## config.mk

```make
export PLATFORM = sky130hd
export DESIGN_NAME = fetch_unit
export DESIGN_NICKNAME = d
export VERILOG_FILES = /design/src/rtl/tinycpu_pkg.sv /design/src/rtl/fetch_fifo.sv /design/src/rtl/fetch_unit.sv
export SDC_FILE = /design/constraint.sdc
export NUM_CORES = 1
export LEC_CHECK = 0
export CELL_PAD_IN_SITES_DETAIL_PLACEMENT = 1
export CELL_PAD_IN_SITES_GLOBAL_PLACEMENT = 1
export CORE_ASPECT_RATIO = 0.9
export CORE_MARGIN = 4
export CORE_UTILIZATION = 44
export DETAILED_ROUTE_END_ITERATION = 8
export GPL_TIMING_DRIVEN = 0
export PLACE_DENSITY = 0.85
export SYNTH_ARGS = -nofsm -noshare
export SYNTH_HDL_FRONTEND = slang
export SYNTH_HIERARCHICAL = 1
export SYNTH_SLANG_ARGS = --single-unit
export TNS_END_PERCENT = 50
```

## constraint.sdc

```tcl
create_clock -name clk -period 9.3 [get_ports clk]
set_clock_uncertainty 0.2 [all_clocks]
set_input_delay 1.395 -clock clk [delete_from_list [all_inputs] [get_ports clk]]
set_output_delay 1.395 -clock clk [all_outputs]
set_load 0.005 [all_outputs]
```

## src/rtl/tinycpu_pkg.sv

```systemverilog
// Shared TinyCPU definitions used by the fetch stage.
//   INSTR_W / ADDR_W : instruction word and word-address widths
//   fetch_state_e    : fetch FSM states
//   fetch_entry_t    : one instruction-buffer entry {pc, instr}
package tinycpu_pkg;

    localparam int INSTR_W = 32;
    localparam int ADDR_W  = 32;

    typedef enum logic [1:0] {
        IDLE = 2'd0,
        REQ  = 2'd1,
        WAIT = 2'd2
    } fetch_state_e;

    typedef struct packed {
        logic [ADDR_W-1:0]  pc;
        logic [INSTR_W-1:0] instr;
    } fetch_entry_t;

    localparam fetch_entry_t ENTRY_ZERO = '{pc: 32'h0, instr: 32'h0};

endpackage

```

## src/rtl/fetch_fifo.sv

```systemverilog
// Instruction buffer between memory responses and the decoder.
// Head outputs are registered: a push shows up on the head the cycle after.
//   clk, rst              : clock, asynchronous active-high reset
//   push, push_pc/instr   : write one entry (ignored while full)
//   pop                   : drop the head entry (ignored while empty)
//   flush                 : discard all entries; overrides push and pop
//   full, empty, count    : occupancy
//   head_valid/pc/instr   : registered oldest entry
module fetch_fifo
    import tinycpu_pkg::*;
#(
    parameter int FIFO_DEPTH = 2
) (
    input  logic                        clk,
    input  logic                        rst,
    input  logic                        push,
    input  logic [ADDR_W-1:0]           push_pc,
    input  logic [INSTR_W-1:0]          push_instr,
    input  logic                        pop,
    input  logic                        flush,
    output logic                        full,
    output logic                        empty,
    output logic [$clog2(FIFO_DEPTH):0] count,
    output logic                        head_valid,
    output logic [ADDR_W-1:0]           head_pc,
    output logic [INSTR_W-1:0]          head_instr
);

    localparam int PTR_W = $clog2(FIFO_DEPTH);
    localparam int CNT_W = PTR_W + 1;

    fetch_entry_t     mem_r [FIFO_DEPTH];
    fetch_entry_t     head_r;
    fetch_entry_t     head_next_s;
    logic             head_valid_r;
    logic             head_valid_next_s;
    logic [PTR_W-1:0] rd_ptr_r;
    logic [PTR_W-1:0] wr_ptr_r;
    logic [PTR_W-1:0] rd_ptr_next_s;
    logic [PTR_W-1:0] wr_ptr_next_s;
    logic [CNT_W-1:0] count_r;
    logic [CNT_W-1:0] count_next_s;
    logic             do_push_s;
    logic             do_pop_s;

    assign full       = (count_r == CNT_W'(FIFO_DEPTH));
    assign empty      = (count_r == {CNT_W{1'b0}});
    assign count      = count_r;
    assign head_valid = head_valid_r;
    assign head_pc    = head_r.pc;
    assign head_instr = head_r.instr;

    // Qualify push/pop against occupancy; flush suppresses both.
    always_comb begin
        do_push_s = 1'b0;
        do_pop_s  = 1'b0;
        if (flush) begin
            do_push_s = 1'b0;
            do_pop_s  = 1'b0;
        end else begin
            do_push_s = push & ~full;
            do_pop_s  = pop & ~empty;
        end
    end

    // Next pointers and occupancy; pointers wrap naturally at the power-of-two depth.
    always_comb begin
        rd_ptr_next_s = rd_ptr_r;
        wr_ptr_next_s = wr_ptr_r;
        count_next_s  = count_r;
        if (flush) begin
            rd_ptr_next_s = {PTR_W{1'b0}};
            wr_ptr_next_s = {PTR_W{1'b0}};
            count_next_s  = {CNT_W{1'b0}};
        end else begin
            if (do_pop_s) begin
                rd_ptr_next_s = rd_ptr_r + PTR_W'(1'b1);
            end else begin
                rd_ptr_next_s = rd_ptr_r;
            end
            if (do_push_s) begin
                wr_ptr_next_s = wr_ptr_r + PTR_W'(1'b1);
            end else begin
                wr_ptr_next_s = wr_ptr_r;
            end
            case ({do_push_s, do_pop_s})
                2'b10:   count_next_s = count_r + CNT_W'(1'b1);
                2'b01:   count_next_s = count_r - CNT_W'(1'b1);
                default: count_next_s = count_r;
            endcase
        end
    end

    // Next head: the slot being written this cycle bypasses storage when it becomes the head.
    always_comb begin
        head_next_s       = head_r;
        head_valid_next_s = 1'b0;
        if (count_next_s == {CNT_W{1'b0}}) begin
            head_valid_next_s = 1'b0;
            head_next_s       = head_r;
        end else if (do_push_s && (wr_ptr_r == rd_ptr_next_s)) begin
            head_valid_next_s = 1'b1;
            head_next_s       = '{pc: push_pc, instr: push_instr};
        end else begin
            head_valid_next_s = 1'b1;
            head_next_s       = mem_r[rd_ptr_next_s];
        end
    end

    // Storage, pointers and registered head.
    always_ff @(posedge clk or posedge rst) begin
        if (rst) begin
            for (int i = 0; i < FIFO_DEPTH; i++) begin
                mem_r[i] <= ENTRY_ZERO;
            end
            rd_ptr_r     <= {PTR_W{1'b0}};
            wr_ptr_r     <= {PTR_W{1'b0}};
            count_r      <= {CNT_W{1'b0}};
            head_r       <= ENTRY_ZERO;
            head_valid_r <= 1'b0;
        end else begin
            if (do_push_s) begin
                mem_r[wr_ptr_r] <= '{pc: push_pc, instr: push_instr};
            end
            rd_ptr_r     <= rd_ptr_next_s;
            wr_ptr_r     <= wr_ptr_next_s;
            count_r      <= count_next_s;
            head_r       <= head_next_s;
            head_valid_r <= head_valid_next_s;
        end
    end

endmodule

```

## src/rtl/fetch_unit.sv

```systemverilog
// TinyCPU instruction fetch stage: program counter, single-outstanding
// req/gnt + rvalid memory reads, and a buffer feeding the decoder.
//   clk, rst                 : clock, asynchronous active-high reset
//   imem_req/addr            : registered read request, held until imem_gnt
//   imem_gnt                 : request accepted
//   imem_rvalid/rdata        : read response
//   redirect/redirect_pc     : taken jump; flushes buffer and squashes in-flight read
//   instr_valid/ready        : decoder handshake
//   instruction, instr_pc    : oldest buffered instruction and its word address
module fetch_unit
    import tinycpu_pkg::*;
#(
    parameter int                FIFO_DEPTH = 2,
    parameter logic [ADDR_W-1:0] RESET_PC   = 32'h0
) (
    input  logic               clk,
    input  logic               rst,
    output logic               imem_req,
    output logic [ADDR_W-1:0]  imem_addr,
    input  logic               imem_gnt,
    input  logic               imem_rvalid,
    input  logic [INSTR_W-1:0] imem_rdata,
    input  logic               redirect,
    input  logic [ADDR_W-1:0]  redirect_pc,
    output logic               instr_valid,
    input  logic               instr_ready,
    output logic [INSTR_W-1:0] instruction,
    output logic [ADDR_W-1:0]  instr_pc
);

    localparam int CNT_W = $clog2(FIFO_DEPTH) + 1;

    fetch_state_e      state_r;
    fetch_state_e      state_next_s;
    logic [ADDR_W-1:0] fetch_pc_r;
    logic [ADDR_W-1:0] fetch_pc_next_s;
    logic [ADDR_W-1:0] imem_addr_r;
    logic              imem_req_r;
    logic              squash_r;
    logic              squash_next_s;
    logic              push_s;
    logic              pop_s;
    logic              fifo_full_s;
    logic              fifo_empty_s;
    logic [CNT_W-1:0]  fifo_count_s;

    assign imem_req  = imem_req_r;
    assign imem_addr = imem_addr_r;
    assign pop_s     = instr_ready & ~fifo_empty_s;

    // FSM next state, PC update, squash tracking and buffer push.
    always_comb begin
        state_next_s    = state_r;
        fetch_pc_next_s = fetch_pc_r;
        squash_next_s   = squash_r;
        push_s          = 1'b0;
        case (state_r)
            IDLE: begin
                // Nothing is outstanding here, so occupancy alone bounds the issue;
                // a redirect empties the buffer so it can always issue.
                if (redirect || (fifo_count_s < CNT_W'(FIFO_DEPTH))) begin
                    state_next_s = REQ;
                end else begin
                    state_next_s = IDLE;
                end
            end
            REQ: begin
                if (imem_gnt) begin
                    state_next_s = WAIT;
                    // A request already squashed was for the pre-redirect stream;
                    // fetch_pc already points at the jump target.
                    if (squash_r) begin
                        fetch_pc_next_s = fetch_pc_r;
                    end else begin
                        fetch_pc_next_s = fetch_pc_r + 32'h1;
                    end
                end else begin
                    state_next_s = REQ;
                end
            end
            WAIT: begin
                if (imem_rvalid) begin
                    state_next_s  = IDLE;
                    squash_next_s = 1'b0;
                    push_s        = ~squash_r & ~redirect & ~fifo_full_s;
                end else begin
                    state_next_s = WAIT;
                end
            end
            default: begin
                state_next_s = IDLE;
            end
        endcase
        // A redirect overrides the PC; any read still to come back is marked stale.
        if (redirect) begin
            fetch_pc_next_s = redirect_pc;
            squash_next_s   = (state_r == REQ) || ((state_r == WAIT) && !imem_rvalid);
        end else begin
            fetch_pc_next_s = fetch_pc_next_s;
        end
    end

    // State, PC and squash registers.
    always_ff @(posedge clk or posedge rst) begin
        if (rst) begin
            state_r    <= IDLE;
            fetch_pc_r <= RESET_PC;
            squash_r   <= 1'b0;
        end else begin
            state_r    <= state_next_s;
            fetch_pc_r <= fetch_pc_next_s;
            squash_r   <= squash_next_s;
        end
    end

    // Request outputs: the address is captured only while idle, so it stays
    // fixed through REQ (even across a redirect) and tags the response in WAIT.
    always_ff @(posedge clk or posedge rst) begin
        if (rst) begin
            imem_req_r  <= 1'b0;
            imem_addr_r <= RESET_PC;
        end else begin
            imem_req_r <= (state_next_s == REQ);
            if (state_r == IDLE) begin
                imem_addr_r <= fetch_pc_next_s;
            end else begin
                imem_addr_r <= imem_addr_r;
            end
        end
    end

    fetch_fifo #(
        .FIFO_DEPTH (FIFO_DEPTH)
    ) u_fifo (
        .clk        (clk),
        .rst        (rst),
        .push       (push_s),
        .push_pc    (imem_addr_r),
        .push_instr (imem_rdata),
        .pop        (pop_s),
        .flush      (redirect),
        .full       (fifo_full_s),
        .empty      (fifo_empty_s),
        .count      (fifo_count_s),
        .head_valid (instr_valid),
        .head_pc    (instr_pc),
        .head_instr (instruction)
    );

endmodule
```

After elaboration in Yosys (flattened, before gate mapping):

Index checks and enable logic that the tools add are counted.

* logic and storage cells: 84
* bits in registers: 265
* output and inout port bits: 98

* equal/unequal tests: 7
* reduce and logical (&&, ||, !) cells: 13
* $lt $le $gt $ge: 4
* multiplexer cells: 29
* bitwise logic cells: 11
* $add $sub $neg: 5

Operator list (count)
* 64-bit two-way mux: 5
* 128-bit bitwise mux: 1
* 32-bit two-way mux: 4
* 64-bit demux with 1-bit select: 1
* 32-bit by 1-bit adder with 32-bit output (second input constant): 1
* 1-bit two-way mux: 13
* 2-bit by 1-bit == test with 1-bit output (second input constant): 3
* 2-bit == test (second input constant): 3
* 2-bit zero test: 3
* 2-bit two-way mux: 3
* 2-bit one-hot mux with 3 select lines: 1
* 2-bit nonzero test: 3
* 1-bit AND: 5
* 2-bit >= comparator (second input constant): 2
* 1-bit NOT: 4
* 1-bit NOT with 2-bit output: 2
* 2-bit one-hot mux with 2 select lines: 1
* 1-bit logical AND: 3
* 1-bit adder (second input constant): 2
* 2-bit by 1-bit adder with 2-bit output (second input constant): 1
* 1-bit logical OR: 2
* 2-bit by 1-bit less-than comparator with 1-bit output (second input constant): 1
* 2-bit less-than comparator (second input constant): 1
* 2-bit AND reduction: 1
* other kinds (3): 3

Depth between registers and ports, before layout:

Gate-level depths: netlist of the first run.

* depth in word-level cells: 12
* depth in mapped cells: 12
* depth with buffers taken out: 11

Modules after synthesis:

Netlist of the first run, hierarchy kept.

Modules (own cells, without submodules)
* fetch_fifo: times used 1, area an instance 8350.5 um^2, cells each 588
* fetch_unit: times used 1, area an instance 3565.9 um^2, cells each 393

Worst setup path before layout of the first run:

OpenSTA, ideal clock, no wires.

* path kind: in2reg
* start: input redirect
* end: register u_fifo.head_r, in the netlist u_fifo/head_pc[12]
* buffers on the path: 4
* path slack: 5024 ps
* data arrival time: 3942 ps
* stages: 12
* cell sequence: clkbuf_1 clkbuf_1 nor4_1 nand3b_2 ha_1 nor2b_1 a31o_1 or2_2 buf_2 buf_4 a22oi_1 o21ai_0

* longest elaborated chain between the ends: 11
* elaborated cells between the ends (all ways): 22

RTL lines
* start, declared: line fetch_unit.sv:23 `input logic redirect,`
* 1-bit NOT (*): line fetch_unit.sv:85 `push_s = ~squash_r & ~redirect & ~fifo_full_s;`
* 1-bit AND (*) (2 in a row): line fetch_unit.sv:85
* 1-bit two-way mux (*): line fetch_unit.sv:82 `if (imem_rvalid) begin`
* 1-bit two-way mux (*): line fetch_unit.sv:57 `case (state_r)`
* named net push_s: line fetch_unit.sv:41 `logic push_s;`
* 1-bit AND (*): line fetch_fifo.sv:61 `do_push_s = push & ~full;`
* 1-bit two-way mux (*): line fetch_fifo.sv:57 `if (flush) begin`
* 2-bit by 1-bit == test with 1-bit output or 2-bit == test (tied branches): line fetch_fifo.sv:86 `case ({do_push_s, do_pop_s})`
* 2-bit one-hot mux with 2 select lines: line fetch_fifo.sv:86
* 2-bit two-way mux: line fetch_fifo.sv:71 `if (flush) begin`
* 2-bit zero test: line fetch_fifo.sv:98 `if (count_next_s == {CNT_W{1'b0}}) begin`
* end signal, assigned: line fetch_fifo.sv:128 `head_r <= head_next_s;`
* end, declared: line fetch_fifo.sv:33 `fetch_entry_t head_r;`

Mark *: on every way through the listed nets, which the timed path passes. The rest lies on a longest branch. The select of a mux whose other input is x is not followed.
A chain may end at the register's enable or synchronous reset.

Worst setup path in the final report of the first run:

* start: input redirect
* end: register u_fifo.head_r, in the netlist u_fifo/head_pc[22]

Same word-level chain as after synthesis.

==> results.cfg, run 1 <==
[die]
fp.dieH_um = 164.1
die_area_um2 = 29780
core-area_um2 = 26350
std_cell_rows = 56
die_w_um = 181.5
pin_count = 168
start_util_pct = 45.23

[routing]
vias = 9017
avgViaCountPerCell = 5.825
drt-pass1-iter-count = 5
post-route-drc-count = 0
wl_met3_um = 1783
drtIter0Drc = 602
wl_met1_um = 15620
met2_length_um = 18000
wl_um = 36170
wl_per_cell_um = 23.36
dr.max_layer_used = met4
ant_nets = 0

[job]
max_cap_violations = 0

[worst_setup_path]
r2r_cells = 11
r2r_start = state_r[0]
arrival_ps = 5760
startpoint_type = primary input
worstReg2RegEnd = u_fifo/head_pc[22]
crit_fanout = 10
cp.required_ps = 9540
r2r_slack_ps = 5380
endpoint = u_fifo/head_pc[22]
crit_path_start = redirect
endpoint_kind = flip-flop
worstSetupPathType = in -> reg

[global_route]
overflow = 0
antenna_found_initial = 0
grt_pass1_vias = 9881
grt_pass1_wl_um = 57170
grt_start_max_net_pins = 129
grt_use_total_pct = 24.06

[timing]
finalSetupTns_ps = 0
tightest_slew_ps = 1414
setup-violations-final = 0
finalCritPeriodShare_pct = 59.35
max_slew_margin_pct = 4.840
hold_viol = 0
period_minus_slack_ps = 5520
max_freq_mhz = 181.2
drv_slew = 0
rsz0062_at_grt = no

[min_path]
hold_path.class = reg -> reg
min_path_cells = 1

[clock_network]
post_cts_resized = 0
cts-root-buf = clkbuf_16
clk_pin_slew_ps = 60
cts_tree = yes
clock_path_buffers = 3
htreeDepth = 1
cts_sinks = 265
cts_buffers = 29
clock_latency_ps = 550
post_cts_buffers = 0
cts_hold_buf = 0

[yosys]
synth-seq-area-share_pct = 55.65
synthArstFlopShare_pct = 100.0
synth.distinct_cells = 56
synth_edf_count = 0
yosys.area.top_type = dfrtp_1
synth.top_cell.area_share_pct = 55.65
syn_nets = 1053
synthFlopType = dfrtp_1
syn_area_per_cell_um2 = 12.15
synth_seq_cells = 265
synth_area_um2 = 11920
yosys_warnings = 6
syn_inst = 981
synth.area.top_cells = dfrtp_1 (56%), mux2_2 (13%), mux2i_1 (5.5%)

[place]
portBuffers = 167
dpl-instance-area_um2 = 14060
gp_congestion = 0.9196
dp_hpwl_um = 24500

[power_and_ir_drop]
vdd.ir_drop.worst_v = 0.0001295
powerDensity_nw_per_um2 = 252.2
leakage_nw = 6.394
p_total_mw = 3.802

[cells_and_area]
mostFrequentLayoutCells = dfrtp_1 (265), clkdlybuf4s50_1 (167), mux2_2 (134), o21ai_0 (75), mux2i_1 (65)
fill_cells = 2712
layout.nets = 1252
post-route-util_pct = 57.23
post-route-cell-area_um2 = 15080
diodes = 0
area_growth_pct = 26.53
final_common_cell = dfrtp_1
final_layout_size_suffix_gt1_share_pct = 19.58

[outcome]
status = completed
[cell families (layout without fill, tap and decap cells)]
family                   after synthesis  count (layout)  share of synthesized area, %
XOR/XNOR                              15              15                         1.103
AND/OR/NAND/NOR                      205             205                         9.292
adder cells (fa/ha/maj)                2               2                        0.2100
AO/OA/AOI/OAI                        216             216                         11.54
buffers and inverters                 79             298                         4.084
flip-flops                           265             265                         55.65
multiplexers                         199             199                         18.12
[worst min path at each step]
stage	start	endpoint	slack, ps
after CTS	u_fifo/mem_r[102]	u_fifo/mem_r[102]	310
after detailed placement	u_fifo/mem_r[102]	u_fifo/mem_r[102]	300
after floorplan	u_fifo/mem_r[100]	u_fifo/mem_r[100]	280
after global placement	u_fifo/mem_r[69]	u_fifo/mem_r[69]	290
final	u_fifo/mem_r[102]	u_fifo/mem_r[102]	310
after global routing	u_fifo/mem_r[29]	u_fifo/mem_r[29]	320
[stage by stage]
step / instances / hold WS (ps) / setup WS (ps)
after global routing: 1548 / 316.2 / 3635
final: 1548 / 306.3 / 3780
after global placement: 1496 / 287.7 / -261.7
after CTS: 1548 / 308.1 / 3826
after floorplan: 981 / 279.9 / 2336
after detailed placement: 1497 / 295.2 / 3263
[area by class of cell]
| cell class | instances | area, um2 | share of cell area [%] |
|---|---|---|---|
| Buffer | 68 | 445.4 | 2.954 |
| Clock buffer | 43 | 848.3 | 5.626 |
| Clock inverter | 8 | 168.9 | 1.120 |
| Inverter | 11 | 51.30 | 0.3402 |
| Multi-Input combinational cell | 637 | 4798 | 31.82 |
| Sequential cell | 265 | 6631 | 43.98 |
| Tap cell | 348 | 435.4 | 2.888 |
| Timing Repair Buffer | 168 | 1699 | 11.27 |
[power breakdown]
group | internal [mW] | switching (mW) | total, mW
logic | 0.480 | 0.423 | 0.903
clock network | 0.764 | 0.470 | 1.23
registers | 1.41 | 0.255 | 1.66
[critical path, cell delays in order]
cell,delay (ps)
clkdlybuf4s50_1,580
clkbuf_1,380
clkbuf_1,400
nor4_1,530
nand3b_2,280
ha_1,430
nor2b_1,80
a31o_1,260
nor4_4,930
buf_6,260
a22oi_1,100
o21ai_0,120
[flip-flops by register name, indices dropped and copies added, names as in the netlist]
register           count
u_fifo/mem_r         128
fetch_pc_r            32
imem_addr             32
u_fifo/head_instr     32
u_fifo/head_pc        32
state_r                2
u_fifo/count           2
imem_req               1
squash_r               1
u_fifo/head_valid      1
u_fifo/rd_ptr_r        1
u_fifo/wr_ptr_r        1
[synthesized netlist by cell type (5+ instances only)]
cell,instances
a21oi_1,17
a22oi_1,64
a31oi_1,15
and3_1,8
buf_2,10
buf_4,7
buf_6,20
clkbuf_1,27
dfrtp_1,265
inv_1,10
mux2_2,134
mux2i_1,65
nand2_1,56
nand3_1,32
nand3b_1,5
nand4_1,15
nor2_1,33
nor2b_1,5
nor4_1,8
o21ai_0,75
o21ai_1,7
o31ai_1,10
or4_1,15
xnor2_1,9
xor2_1,6
[metal layers]
layer | GRT usage [%] | up-vias
li1 | - | 4020
met1 | 32.04 | 4673
met2 | 42.05 | 271
met3 | 3.521 | 53
met4 | 5.628 | 0
met5 | 0 | -
Note: power is estimated with default switching activity, not from simulation.
==> run 2, diff against run 1 <==
Settings changed: CORE_UTILIZATION 44 to 40, PLACE_DENSITY 0.85 to 0.82.
Clock period 9.3 ns to 5 ns, I/O delays scaled along.
==> results.cfg, run 2 (same netlist as run 1, synthesis figures left out) <==
[outcome]
status = completed

[worst_setup_path]
slowest_delay_ps = 870
critPathMostFrequentCell = clkbuf_1
worst_path_max_delay_cell = nor4_4
cp.buffers_inverters = 4
arrival_ps = 5000
endpoint_kind = flip-flop
crit_fanout = 10
crit_family = buffers and inverters
cp_cell_sequence = clkdlybuf4s50_1 -> clkbuf_1 -> clkbuf_1 -> nor4_2 -> nand3b_2 -> ha_1 -> nor2b_1 -> a31o_1 -> nor4_4 -> buf_6 -> a22oi_1 -> o21ai_0
startpoint_type = primary input
cp.required_ps = 5250
worstSetupPathType = in -> reg

[routing]
met2_length_um = 18020
dr.max_layer_used = met4
wl_met1_um = 15490
wl_per_cell_um = 22.56
ant_nets = 0
drtIter0Drc = 586
avgViaCountPerCell = 5.678
post-route-drc-count = 0
drt-pass1-iter-count = 5
wl_met3_um = 1947
wl_um = 36170
vias = 9102

[cells_and_area]
final_common_cell = dfrtp_1
final_layout_size_suffix_gt1_share_pct = 20.56
post-route-util_pct = 52.09
largest_register_ffs = 128
area_growth_pct = 27.47
mostFrequentLayoutCells = dfrtp_1 (265), clkdlybuf4s50_1 (167), mux2_2 (134), o21ai_0 (75), mux2i_1 (65)
regMostFlops = u_fifo/mem_r
layout.nets = 1257
post-route-cell-area_um2 = 15190

[clock_network]
cts_hold_buf = 0
post_cts_buffers = 0
post_cts_resized = 0
cts_sinks = 265
cts_tree = yes
clock_path_buffers = 3
cts_buffers = 29
clock_latency_ps = 550
htreeDepth = 1
clk_pin_slew_ps = 60
cts-root-buf = clkbuf_16

[power_and_ir_drop]
leakage_nw = 6.416
powerDensity_nw_per_um2 = 456.6
p_total_mw = 6.936
vdd.ir_drop.worst_v = 0.0002887

[place]
dpl-instance-area_um2 = 14200
dp_hpwl_um = 25010
portBuffers = 167
gp_congestion = 0.8988

[timing]
finalCritPeriodShare_pct = 95.10
rsz0062_at_grt = yes
hold_viol = 0
period_minus_slack_ps = 4755
max_slew_margin_pct = 29.69
max_freq_mhz = 210.3
hold_ws_ps = 303.7
tightest_slew_ps = 1047
setup-violations-final = 0
drv_slew = 0

[job]
max_cap_violations = 0

[global_route]
grt_use_total_pct = 21.81
grt_start_max_net_pins = 69
grt_pass1_wl_um = 56480
grt_pass1_vias = 9829
antenna_found_initial = 1
overflow = 0

[die]
die_area_um2 = 32620
pin_count = 168
std_cell_rows = 59
die_w_um = 189.9
start_util_pct = 40.87
fp.dieH_um = 171.7
core-area_um2 = 29160

[min_path]
hold_path.class = reg -> reg
-- run 2: per-layer routing --
| layer | up-vias | track usage (%) |
|---|---|---|
| met3 | 46 | 3.470 |
| met4 | 0 | 5.157 |
| met5 | - | 0 |
| met1 | 4744 | 28.44 |
| met2 | 273 | 38.52 |
| li1 | 4039 | - |
-- run 2: cell type report --
cell class | count | area [um2]
fill | 3024 | 13970
tap | 396 | 495.5
clock inverter | 13 | 151.4
timing repair buffer | 173 | 1784
buffer | 68 | 449.2
multi-input combinational | 637 | 4805
clock buffer | 39 | 823.3
inverter | 11 | 47.55
antenna | 1 | 2.502
sequential | 265 | 6631
-- run 2: final timing paths --
kind | from | endpoint | slack (ps) | cells after the start
hold reg to reg | u_fifo/mem_r[75] | u_fifo/mem_r[75] | 300 | 1
setup / recovery | redirect | u_fifo/head_pc[29] | 240 | 12
setup reg to reg | state_r[0] | u_fifo/head_pc[29] | 1320 | 11
min in group asynchronous | rst | u_fifo/mem_r[117] | 550 | 2
hold / removal | u_fifo/mem_r[75] | u_fifo/mem_r[75] | 300 | 1
max in group asynchronous | rst | u_fifo/mem_r[89] | 3120 | 4
-- run 2: power breakdown --
group	switching [mW]	internal, mW	total [mW]
Sequential	0.477	2.62	3.10
Combinational	0.764	0.898	1.66
Clock	0.870	1.30	2.17
Total	2.11	4.82	6.94
-- run 2: metrics by stage --
stage	cells	setup WS, ps	TNS [ps]
floorplan	981	1369	0
global placement	1544	-456.2	-38650
detailed placement	1549	-559.5	-32650
CTS	1601	21.09	0
global route	1603	5.624	0
finish	1603	245.0	0
-- run 2: worst reg2reg max path, delay by kind of cell (launching register included) --
kind | cells | cell delay [ps]
flip-flops | 1 | 410
AO/OA/AOI/OAI | 3 | 440
adder cells (fa/ha/maj) | 1 | 420
AND/OR/NAND/NOR | 5 | 1670
buffers and inverters | 2 | 440
